[config.mk]
export PLATFORM = sky130hd
export DESIGN_NAME = data_memory_arbiter
export DESIGN_NICKNAME = d
export VERILOG_FILES = /design/src/rtl/data_memory_arbiter.sv
export SDC_FILE = /design/constraint.sdc
export NUM_CORES = 1
export LEC_CHECK = 0
export CAP_MARGIN = 20
export CORE_ASPECT_RATIO = 0.75
export CORE_MARGIN = 4
export CORE_UTILIZATION = 25
export DETAILED_ROUTE_END_ITERATION = 16
export PLACE_DENSITY = 0.51
export SKIP_LAST_GASP = 1
export SYNTH_ARGS = -nofsm -noshare
export SYNTH_HDL_FRONTEND = slang
export SYNTH_SLANG_ARGS = --single-unit
[constraint.sdc]
create_clock -name clk -period 14.5 [get_ports clk]
set_input_delay 2.9 -clock clk [delete_from_list [all_inputs] [get_ports clk]]
set_output_delay 2.9 -clock clk [all_outputs]
set_load 0.02 [all_outputs]
[src/rtl/data_memory_arbiter.sv]
// data_memory_arbiter
//   Shares a single-port, word-addressed data memory between two requesters.
//   Port A is the CPU load/store stage and port B is the DMA/debug loader.
//   Each access is arbitrated round-robin. A lock lets the winner keep
//   ownership for an atomic read-modify-write sequence, bounded to LOCK_MAX
//   consecutive locked grants. Acknowledge, read data and the misalignment
//   error are registered and returned one cycle after the grant.
//
// Ports
//   clk, rst                system clock, async active-high reset
//   a_req/we/lock/addr/wdata port A request (held until a_ack)
//   a_ack/err/rdata         port A registered completion
//   b_*                     same as port A, for port B
//   mem_we/addr/wdata       memory drive (combinational in the grant cycle)
//   mem_rdata               memory combinational read data at mem_addr
//
// owner (state) | meaning
//   OWN_NONE    | no lock held, plain round-robin between eligible ports
//   OWN_A       | port A holds the lock
//   OWN_B       | port B holds the lock
module data_memory_arbiter #(
  parameter int WORD_SIZE = 32,
  parameter int LOCK_MAX  = 8
) (
  input  logic                 clk,
  input  logic                 rst,
  input  logic                 a_req,
  input  logic                 a_we,
  input  logic                 a_lock,
  input  logic [WORD_SIZE-1:0] a_addr,
  input  logic [WORD_SIZE-1:0] a_wdata,
  output logic                 a_ack,
  output logic                 a_err,
  output logic [WORD_SIZE-1:0] a_rdata,
  input  logic                 b_req,
  input  logic                 b_we,
  input  logic                 b_lock,
  input  logic [WORD_SIZE-1:0] b_addr,
  input  logic [WORD_SIZE-1:0] b_wdata,
  output logic                 b_ack,
  output logic                 b_err,
  output logic [WORD_SIZE-1:0] b_rdata,
  output logic                 mem_we,
  output logic [WORD_SIZE-1:0] mem_addr,
  output logic [WORD_SIZE-1:0] mem_wdata,
  input  logic [WORD_SIZE-1:0] mem_rdata
);

  localparam int CW = $clog2(LOCK_MAX + 1);

  typedef enum logic [1:0] {
    OWN_NONE = 2'd0,
    OWN_A    = 2'd1,
    OWN_B    = 2'd2
  } own_t;

  own_t                 owner_q, owner_d, winner;
  logic                 last_b_q;
  logic [CW-1:0]        lock_cnt_q, lock_cnt_d;
  logic [CW:0]          lock_inc;
  logic                 a_elig, b_elig;
  logic                 win_we, win_lock, win_misal;
  logic [WORD_SIZE-1:0] win_addr, win_wdata;
  logic [WORD_SIZE-1:0] addr_q, wdata_q;

  always_comb begin
    // A port whose ack is showing this cycle is masked so its held request
    // is not served twice while the requester drops or replaces it.
    a_elig = a_req & ~a_ack & ~rst;
    b_elig = b_req & ~b_ack & ~rst;

    // The lock owner still requesting (even if masked this cycle) blocks the
    // other port; only an owner with req low lets the other port through.
    winner = OWN_NONE;
    case (owner_q)
      OWN_A: begin
        if (a_req)       winner = a_elig ? OWN_A : OWN_NONE;
        else if (b_elig) winner = OWN_B;
      end
      OWN_B: begin
        if (b_req)       winner = b_elig ? OWN_B : OWN_NONE;
        else if (a_elig) winner = OWN_A;
      end
      default: begin
        if (a_elig && b_elig) winner = last_b_q ? OWN_A : OWN_B;
        else if (a_elig)      winner = OWN_A;
        else if (b_elig)      winner = OWN_B;
      end
    endcase

    win_we    = 1'b0;
    win_lock  = 1'b0;
    win_addr  = addr_q;
    win_wdata = wdata_q;
    case (winner)
      OWN_A: begin
        win_we    = a_we;
        win_lock  = a_lock;
        win_addr  = a_addr;
        win_wdata = a_wdata;
      end
      OWN_B: begin
        win_we    = b_we;
        win_lock  = b_lock;
        win_addr  = b_addr;
        win_wdata = b_wdata;
      end
      default: ;
    endcase
    win_misal = |win_addr[1:0];

    mem_we    = (winner != OWN_NONE) & win_we & ~win_misal;
    mem_addr  = win_addr;
    mem_wdata = win_wdata;

    lock_inc   = {1'b0, lock_cnt_q} + (CW+1)'(1);
    owner_d    = owner_q;
    lock_cnt_d = lock_cnt_q;
    // A grant to the non-owner (owner idle) leaves the lock untouched.
    if (winner != OWN_NONE && (owner_q == OWN_NONE || owner_q == winner)) begin
      if (win_lock && (lock_inc < (CW+1)'(LOCK_MAX))) begin
        owner_d    = winner;
        lock_cnt_d = lock_inc[CW-1:0];
      end else begin
        owner_d    = OWN_NONE;
        lock_cnt_d = '0;
      end
    end
  end

  always_ff @(posedge clk or posedge rst) begin
    if (rst) begin
      owner_q    <= OWN_NONE;
      last_b_q   <= 1'b1;
      lock_cnt_q <= '0;
      addr_q     <= '0;
      wdata_q    <= '0;
      a_ack      <= 1'b0;
      b_ack      <= 1'b0;
      a_err      <= 1'b0;
      b_err      <= 1'b0;
      a_rdata    <= '0;
      b_rdata    <= '0;
    end else begin
      owner_q    <= owner_d;
      lock_cnt_q <= lock_cnt_d;
      a_ack      <= (winner == OWN_A);
      b_ack      <= (winner == OWN_B);
      a_err      <= (winner == OWN_A) & win_misal;
      b_err      <= (winner == OWN_B) & win_misal;
      if (winner != OWN_NONE) begin
        last_b_q <= (winner == OWN_B);
        addr_q   <= win_addr;
        wdata_q  <= win_wdata;
      end
      if (winner == OWN_A) a_rdata <= mem_rdata;
      if (winner == OWN_B) b_rdata <= mem_rdata;
    end
  end

endmodule

## Yosys cells after proc, flatten, opt, wreduce, memory -nomap -nowiden

Index checks and enable logic that the tools add are counted.

- Register bits after elaboration: 139
- Input port bits: 168
- Word-level logic and storage cells: 51
- Output and inout bits: 133

- Bitwise gates (word level): 12
- Eq/ne operators: 5
- Magnitude comparators: 1
- Multiplexer cells: 14
- Reductions and logical operators: 7
- $add $sub $neg: 1

Operators by type and width:

| kind | count |
|---|---|
| 32-bit one-hot mux with 2 select lines | 2 |
| 2-bit 2-to-1 mux | 7 |
| 1-bit AND | 8 |
| 4-bit by 1-bit adder with 5-bit output (second input constant) | 1 |
| 5-bit by 4-bit less-than comparator with 1-bit output (second input constant) | 1 |
| 2-bit by 1-bit equality test with 1-bit output (second input constant) | 2 |
| 2-bit equality test (second input constant) | 2 |
| 4-bit 2-to-1 mux | 1 |
| 1-bit NOT | 4 |
| 1-bit one-hot mux with 2 select lines | 2 |
| 2-bit one-hot mux with 2 select lines | 1 |
| 1-bit logical AND | 3 |
| 2-bit equality test | 1 |
| 2-bit logical NOT | 1 |
| 2-bit nonzero test | 1 |
| 2-bit OR reduction | 1 |
| 1-bit logical OR | 1 |
| 1-bit 2-to-1 mux | 1 |

## Longest topological paths before layout

Gate-level depths: netlist (run 1).

- Depth in word-level cells: 12
- Mapped depth: 14
- Gate-level depth less buffers: 12

## Worst setup path before layout (run 1)

OpenSTA, ideal clock, no wires.

- Path type: input port to output port
- Start point: in rst
- End point: out mem_we
- Slack: 5.960 ns
- Arrival time: 5.640 ns
- Required time: 11.600 ns
- Buffers on the path: 2
- Stages: 10
- Cells stage by stage: or3b_1 -> or3b_1 -> and2_1 -> buf_6 -> ha_1 -> clkbuf_1 -> a22o_1 -> mux2_2 -> or2_2 -> nor3_1

- Cells in the longest elaborated chain, start to end: 11
- Elaborated cells between the ends (all ways): 20
- Classes of those cells: 2 x eq/ne; 9 x mux; 6 x bitwise; 3 x reduce/logical

Ends and longest elaborated chain:

| item | RTL line | text |
|---|---|---|
| from (decl) | 26 | `input logic rst,` |
| 1-bit NOT * | 69, 70 |  |
| 1-bit AND | 70 | `b_elig = b_req & ~b_ack & ~rst;` |
| 2-bit 2-to-1 mux | 78, 81, 87 |  |
| 2-bit 2-to-1 mux | 86 | `else if (a_elig) winner = OWN_A;` |
| 2-bit 2-to-1 mux | 85 | `if (a_elig && b_elig) winner = last_b_q ? OWN_A : OWN_B;` |
| 2-bit one-hot mux with 2 select lines * | 75 | `case (owner_q)` |
| 2-bit equality test / 2-bit by 1-bit equality test with 1-bit output (equally long branches) | 95 | `case (winner)` |
| 32-bit one-hot mux with 2 select lines * | 95 |  |
| named net mem_addr[0] | 44 | `output logic [WORD_SIZE-1:0] mem_addr,` |
| 2-bit OR reduction * | 110 | `win_misal = \|win_addr[1:0];` |
| 1-bit NOT * | 112 | `mem_we = (winner != OWN_NONE) & win_we & ~win_misal;` |
| 1-bit AND * | 112 |  |
| to (decl) | 43 | `output logic mem_we,` |

Mark *: on every way through the listed nets, which the timed path passes. The rest lies on a longest branch.

## Final worst setup path (run 1)

- Start point: in rst
- End point: out mem_wdata[8]

- Cells in the longest elaborated chain, start to end: 8
- Elaborated cells between the ends (all ways): 14
- Classes of those cells: 2 x eq/ne; 8 x mux; 3 x bitwise; 1 x reduce/logical

Ends and longest elaborated chain:

| item | RTL line | text |
|---|---|---|
| 1-bit NOT * | 69, 70 |  |
| 1-bit AND | 70 |  |
| 2-bit 2-to-1 mux | 78, 81, 87 |  |
| 2-bit 2-to-1 mux | 86 |  |
| 2-bit 2-to-1 mux | 85 |  |
| 2-bit one-hot mux with 2 select lines * | 75 |  |
| 2-bit equality test / 2-bit by 1-bit equality test with 1-bit output (equally long branches) | 95 |  |
| 32-bit one-hot mux with 2 select lines * | 95 |  |
| to (decl) | 45 | `output logic [WORD_SIZE-1:0] mem_wdata,` |

Every way passes the cells marked *; elsewhere a longest branch is shown, timed or not.

==> results of run 1 <==
## through the flow
step / worst slack (ns) / hold WS, ns / utilization [%] / total power, mW / instances
finish: 4.47 / 0.476 / 40.7 / 2.26 / 1268
global route: 4.24 / 0.495 / 40.7 / 2.41 / 1268
CTS: 4.43 / 0.484 / 40.7 / 2.30 / 1267
detailed placement: 4.42 / 0.470 / 38.4 / 1.85 / 1235
global placement: 4.46 / 0.461 / 38.4 / 1.85 / 1235
floorplan: 5.96 / 0.450 / - / 1.31 / 630
## state kept, by name, indices dropped and copies added (netlist names)
register	cells
owner_q	2
a_err	1
b_rdata	32
lock_cnt_q	4
a_ack	1
wdata_q	32
a_rdata	32
b_ack	1
addr_q	32
b_err	1
last_b_q	1
## worst paths after layout
kind / end / slack [ns] / cells after the start
setup reg to reg: addr_q[1] / 10.51 / 9
setup / recovery: mem_wdata[8] / 4.47 / 8
min in group asynchronous: b_err / 3.06 / 2
hold / removal: wdata_q[9] / 0.48 / 2
hold reg to reg: wdata_q[9] / 0.48 / 2
max in group asynchronous: wdata_q[6] / 10.15 / 3
## power by group
group          switching [mW]  internal (mW)
Clock                   0.177          0.263
Combinational           0.623          0.576
Sequential             0.0792          0.543
Total                   0.879           1.38
## worst register-to-register path: stages, from the launching register on
cell and delay, ns:
dfrtp_1 0.41, inv_1 0.12, ha_1 0.35, nor2b_1 0.14, a211oi_1 0.74, inv_1 0.26
ha_4 0.45, or2_4 0.23, buf_4 0.74, mux2_2 0.43
## layer usage
metal	wire length [um]	vias up
met4	399	0
met2	9060	197
li1	-	2738
met3	2180	23
met5	0	-
met1	9970	2564
## final cells by class
type / count / area, sq um
Antenna cell: 1 / 2.50
Clock buffer: 19 / 453
Sequential cell: 139 / 3480
Tap cell: 344 / 430
Timing Repair Buffer: 305 / 3040
Multi-Input combinational cell: 376 / 2880
Fill cell: 2566 / 15600
Clock inverter: 13 / 139
Inverter: 71 / 272
## cells by family (layout without fill, tap and decap cells)
| logic type | after synthesis | in the layout | share of synthesized area [%] |
|---|---|---|---|
| adders and majority gates | 7 | 7 | 1.29 |
| and+or+nand+nor | 90 | 90 | 5.75 |
| DFF | 139 | 139 | 51.4 |
| xor gates and xnor gates | 3 | 3 | 0.388 |
| muxes | 135 | 135 | 21.4 |
| other | 0 | 1 | 0 |
| AOI/OAI and AO/OA | 141 | 141 | 13.3 |
| buffers and inverters | 115 | 408 | 6.49 |
## placed cells by master, fill, tap and decap left out, drive strengths merged, types with 2 or more instances in the layout
cell type and n:
buf 5, mux2i 63, clkinv 6, nor3 4, xnor2 2, clkbuf 19, nor2b 3, or2 2
dfrtp 138, mux2 72, clkdlybuf4s50 300, o21ai 62, and2 4, nand2 64, inv 74, bufinv 2
ha 7, or3b 2, a31oi 2, a22oi 64, a211oi 4, clkinvlp 2, a21oi 4, a22o 2
nor2 8
==> impl_metrics.ini, run 1 <==
[global_route]
grt_pass1_vias = 5678
grt_max_degree = 117
grt_pass1_wl_um = 32700
grt_use_met3_pct = 6.38
met2_usage_pct = 20.3
grtUsageTotal_pct = 14.1
antenna_found_initial = 1
grt-ovfl-total = 0
met1_usage_pct = 19.0
grt-busiest-layer = met2

[timing]
fin_crit_ns = 10.03
post-route-period-util_pct = 69.2
max-slew-margin-rel_pct = 30.7
setup_tns_ns = 0
drv_slew = 0
rsz0062_at_grt = no
finalClockSkew_ns = 0.0139
worstMarginPinSlew_ns = 1.04
max_freq_ghz = 0.0997
setup_viol = 0
finalHoldViolCount = 0

[yosys]
ys_seq_elements = 139
synth_most_common_cell = dfrtp_1
postSynth.asyncResetShare_pct = 100
synth.avg_cell_area_sq_um = 10.7
yosysSeqAreaShare_pct = 51.4
synth_top_area_share_pct = 51.0
synthDistinctLibCells = 31
yosys-top-cells-count = dfrtp_1, inv_1, mux2_2, a22oi_1, nand2_1
syn_inst = 630
netlist_area_sq_um = 6770
synthTopCellsByArea = dfrtp_1, mux2_2, mux2i_1
syn-num-nets = 805
synth_edf_count = 0
ys.flop_type = dfrtp_1
ys.warnings.count = 0
yosys.area.top_type = dfrtp_1

[die]
core_area_sq_um = 26300
die-width_um = 198
die_h_um = 151
num_rows = 51
dieArea_sq_um = 29800
start_util_pct = 25.8
num_io_pins = 301

[setup_path]
path_buf_inv = 4
rr_startpoint = owner_q[0]
cp_data_arrival_time_ns = 7.13
cpMaxStageDelayCell = buf_4
worstPathCellList = clkdlybuf4s50_1 > or3b_1 > a211oi_1 > inv_1 > ha_4 > buf_4 > mux2i_1 > clkdlybuf4s50_1
slowest_delay_ns = 0.81
crit_start = rst
crit_type = input port to output pin
cpMostUsedCell = clkdlybuf4s50_1
start_kind = input port
cp_top_family = buffers and inverters
cp_max_fo = 57
cp.required_ns = 11.60
end_kind = output pin

[outcome]
status = complete, no violations

[place]
portBuffers = 300
place_congestion = 0.742
dp_hpwl_um = 15600
dpl_cell_area_sq_um = 10100

[worst_hold_path]
worstHoldStart = wdata_q[9]
hold_path_class = flop to flop

[clock_tree]
clkLatencyLatePin_ns = 0.42
clk_pin_slew_ns = 0.06
clockBufferDepth = 2
cts_inserted_buffers = 17
clock_sinks = 139
cts_resized = 0
ctsHoldBuffers = 0
cts_tree = yes
cts_setup_buffers = 0
cts_max_level = 4
cts_root_buffer = clkbuf_16

[power]
p_leak_nw = 4.52
pwr_density_cell_nw_per_um2 = 211
vdd_drop_max_uv = 97.1

[drt]
ant_nets = 0
wl_per_cell_um = 17.0
viasPerCell = 4.35
first_iter_violations = 207
wl_um = 21600
drc_errors = 0
via_count = 5522
drtPass1Iterations = 4

[layout]
area_growth_pct = 58.0
post-route-cell-area_sq_um = 10700
drive_above_1_share_pct = 12.5
nets = 1085

[job]
maxCapViolCount = 0
Power figures use the tool's default switching activity.
==> inputs of run 2 (changes only) <==
Settings changed: PLACE_DENSITY 0.51 to 0.52.
Clock period 14.5 ns to 8.3 ns, I/O delays scaled along.
==> run 2 against run 1 <==
  * Die area stayed put
  * Largest cell class unchanged
  * Worst hold slack better by 0.0012 ns
  * Register-to-register slack worse by 6.3 ns
  * Clock skew is 0.0085 ns lower
==> impl_metrics.ini, run 2 (synthesized netlist as in run 1, its figures left out) <==
[outcome]
status = complete, no violations

[power]
pwr_density_cell_nw_per_um2 = 369
power.switching_mw = 1.54
comb_power_share_pct = 53.4
seqPwrFrac_pct = 27.7
p_leak_nw = 4.51
p_int_mw = 2.41
pwr-share-clk_pct = 18.9
vdd_drop_max_uv = 180
switching_share_pct = 39.0

[layout]
nets = 1088
area_growth_pct = 57.9
final_util_pct = 40.7
antenna_cells = 0
drive_above_1_share_pct = 12.4
most-common-layout-cells = clkdlybuf4s50_1, dfrtp_1, inv_1, mux2_2
layout_commonest_cell = clkdlybuf4s50_1

[drt]
drtPass1Iterations = 4
dr_wl_met2_um = 9310
routed.top_layer = met4
wl_per_cell_um = 17.4
wl_um = 22100
ant_nets = 0
wl_met1_um = 10600
first_iter_violations = 199
viasPerCell = 4.40
via_count = 5589
drc_errors = 0
route.met3.wl_um = 1890

[timing]
max-slew-margin-rel_pct = 38.0
fin_crit_ns = 7.19
setup_viol = 0
max_freq_ghz = 0.139
setup_tns_ns = 0
post-route-period-util_pct = 86.6
drv_slew = 0
finalHoldViolCount = 0
finalClockSkew_ns = 0.00547
worstMarginPinSlew_ns = 0.929
rsz0062_at_grt = no
whs_ns = 0.477

[global_route]
grt_max_degree = 91
grt_pass1_vias = 5953
grtUsageTotal_pct = 14.7
grt-ovfl-total = 0
grt_pass1_wl_um = 34100
antenna_found_initial = 0

[die]
num_rows = 51
die_h_um = 151
die-width_um = 198
num_io_pins = 301
dieArea_sq_um = 29800
start_util_pct = 25.8
core_area_sq_um = 26300

[setup_path]
end_kind = output pin
reg2reg_slack_ns = 4.24
cp_max_fo = 35
crit_type = input port to output pin
cp.required_ns = 6.64
r2r-end = addr_q[0]
ff2ff_path_depth = 8
start_kind = input port
rr_startpoint = owner_q[0]
cp_data_arrival_time_ns = 5.53

[clock_tree]
clock_sinks = 139
cts_resized = 0
cts_root_buffer = clkbuf_16
cts_tree = yes
cts_inserted_buffers = 17
cts_setup_buffers = 0
clkLatencyLatePin_ns = 0.42
cts_max_level = 4
clockBufferDepth = 2
ctsHoldBuffers = 0
clk_pin_slew_ns = 0.06

[worst_hold_path]
hold-path-endpoint = wdata_q[7]
hold_path_class = flop to flop
min_path_cells = 2
worstHoldStart = wdata_q[7]

[job]
maxCapViolCount = 0

[place]
dp_hpwl_um = 15900
place_congestion = 0.737
portBuffers = 300
[run 2: cell types whose count changed in the layout (fill, tap and decap cells not counted)]
cell,delta
buf_4,+3
clkinv_2,-1
inv_6,-3
clkbuf_8,-1
clkbuf_1,+2
diode_2,-1
clkinvlp_4,+2
[run 2: power groups by stage]
stage,logic (mW),clock network [mW],registers (mW)
3_5_place_dp,2.13,0,1.10
3_3_place_gp,2.14,0,1.09
5_1_grt,2.27,0.803,1.13
4_1_cts,2.15,0.775,1.10
6_report,2.11,0.747,1.09
2_1_floorplan,0.997,0,1.29
[run 2: critical path, stage by stage]
cell and delay [ns]:
clkdlybuf4s50_1 0.50, or3b_1 0.42, or3b_1 0.41, and2_1 0.27, ha_4 0.69, buf_4 0.61, mux2i_1 0.28, clkdlybuf4s50_1 0.64
[run 2: worst max-delay path by stage]
stage | start | to | slack [ns] | depth (start not counted)
final | rst | mem_addr[22] | 1.11 | 8
after floorplan | rst | mem_we | 2.24 | 10
after global routing | rst | mem_addr[19] | 0.92 | 8
after CTS | rst | mem_addr[16] | 1.08 | 8
after detailed placement | rst | mem_addr[16] | 1.11 | 8
after global placement | rst | mem_we | 1.14 | 9
[run 2: metal layers]
layer	track usage, %	vias to the layer above
met5	0	-
met4	3.82	0
met3	5.82	17
met2	21.4	200
met1	20.5	2624
li1	-	2748
[run 2: metrics by stage]
| step | setup slack [ns] | power [mW] | cell area, sq um | cells |
|---|---|---|---|---|
| floorplan | 2.24 | 2.28 | 6770 | 630 |
| global placement | 1.14 | 3.23 | 10100 | 1238 |
| detailed placement | 1.11 | 3.24 | 10100 | 1238 |
| CTS | 1.08 | 4.02 | 10700 | 1269 |
| global route | 0.923 | 4.21 | 10700 | 1269 |
| finish | 1.11 | 3.95 | 10700 | 1269 |
[run 2: final cells by class]
cell class                      count  area [sq um]
Tap cell                          344           430
Timing Repair Buffer              308          3060
Fill cell                        2595         15600
Clock buffer                       20           447
Multi-Input combinational cell    376          2880
Clock inverter                     11           123
Sequential cell                   139          3480
Inverter                           71           272
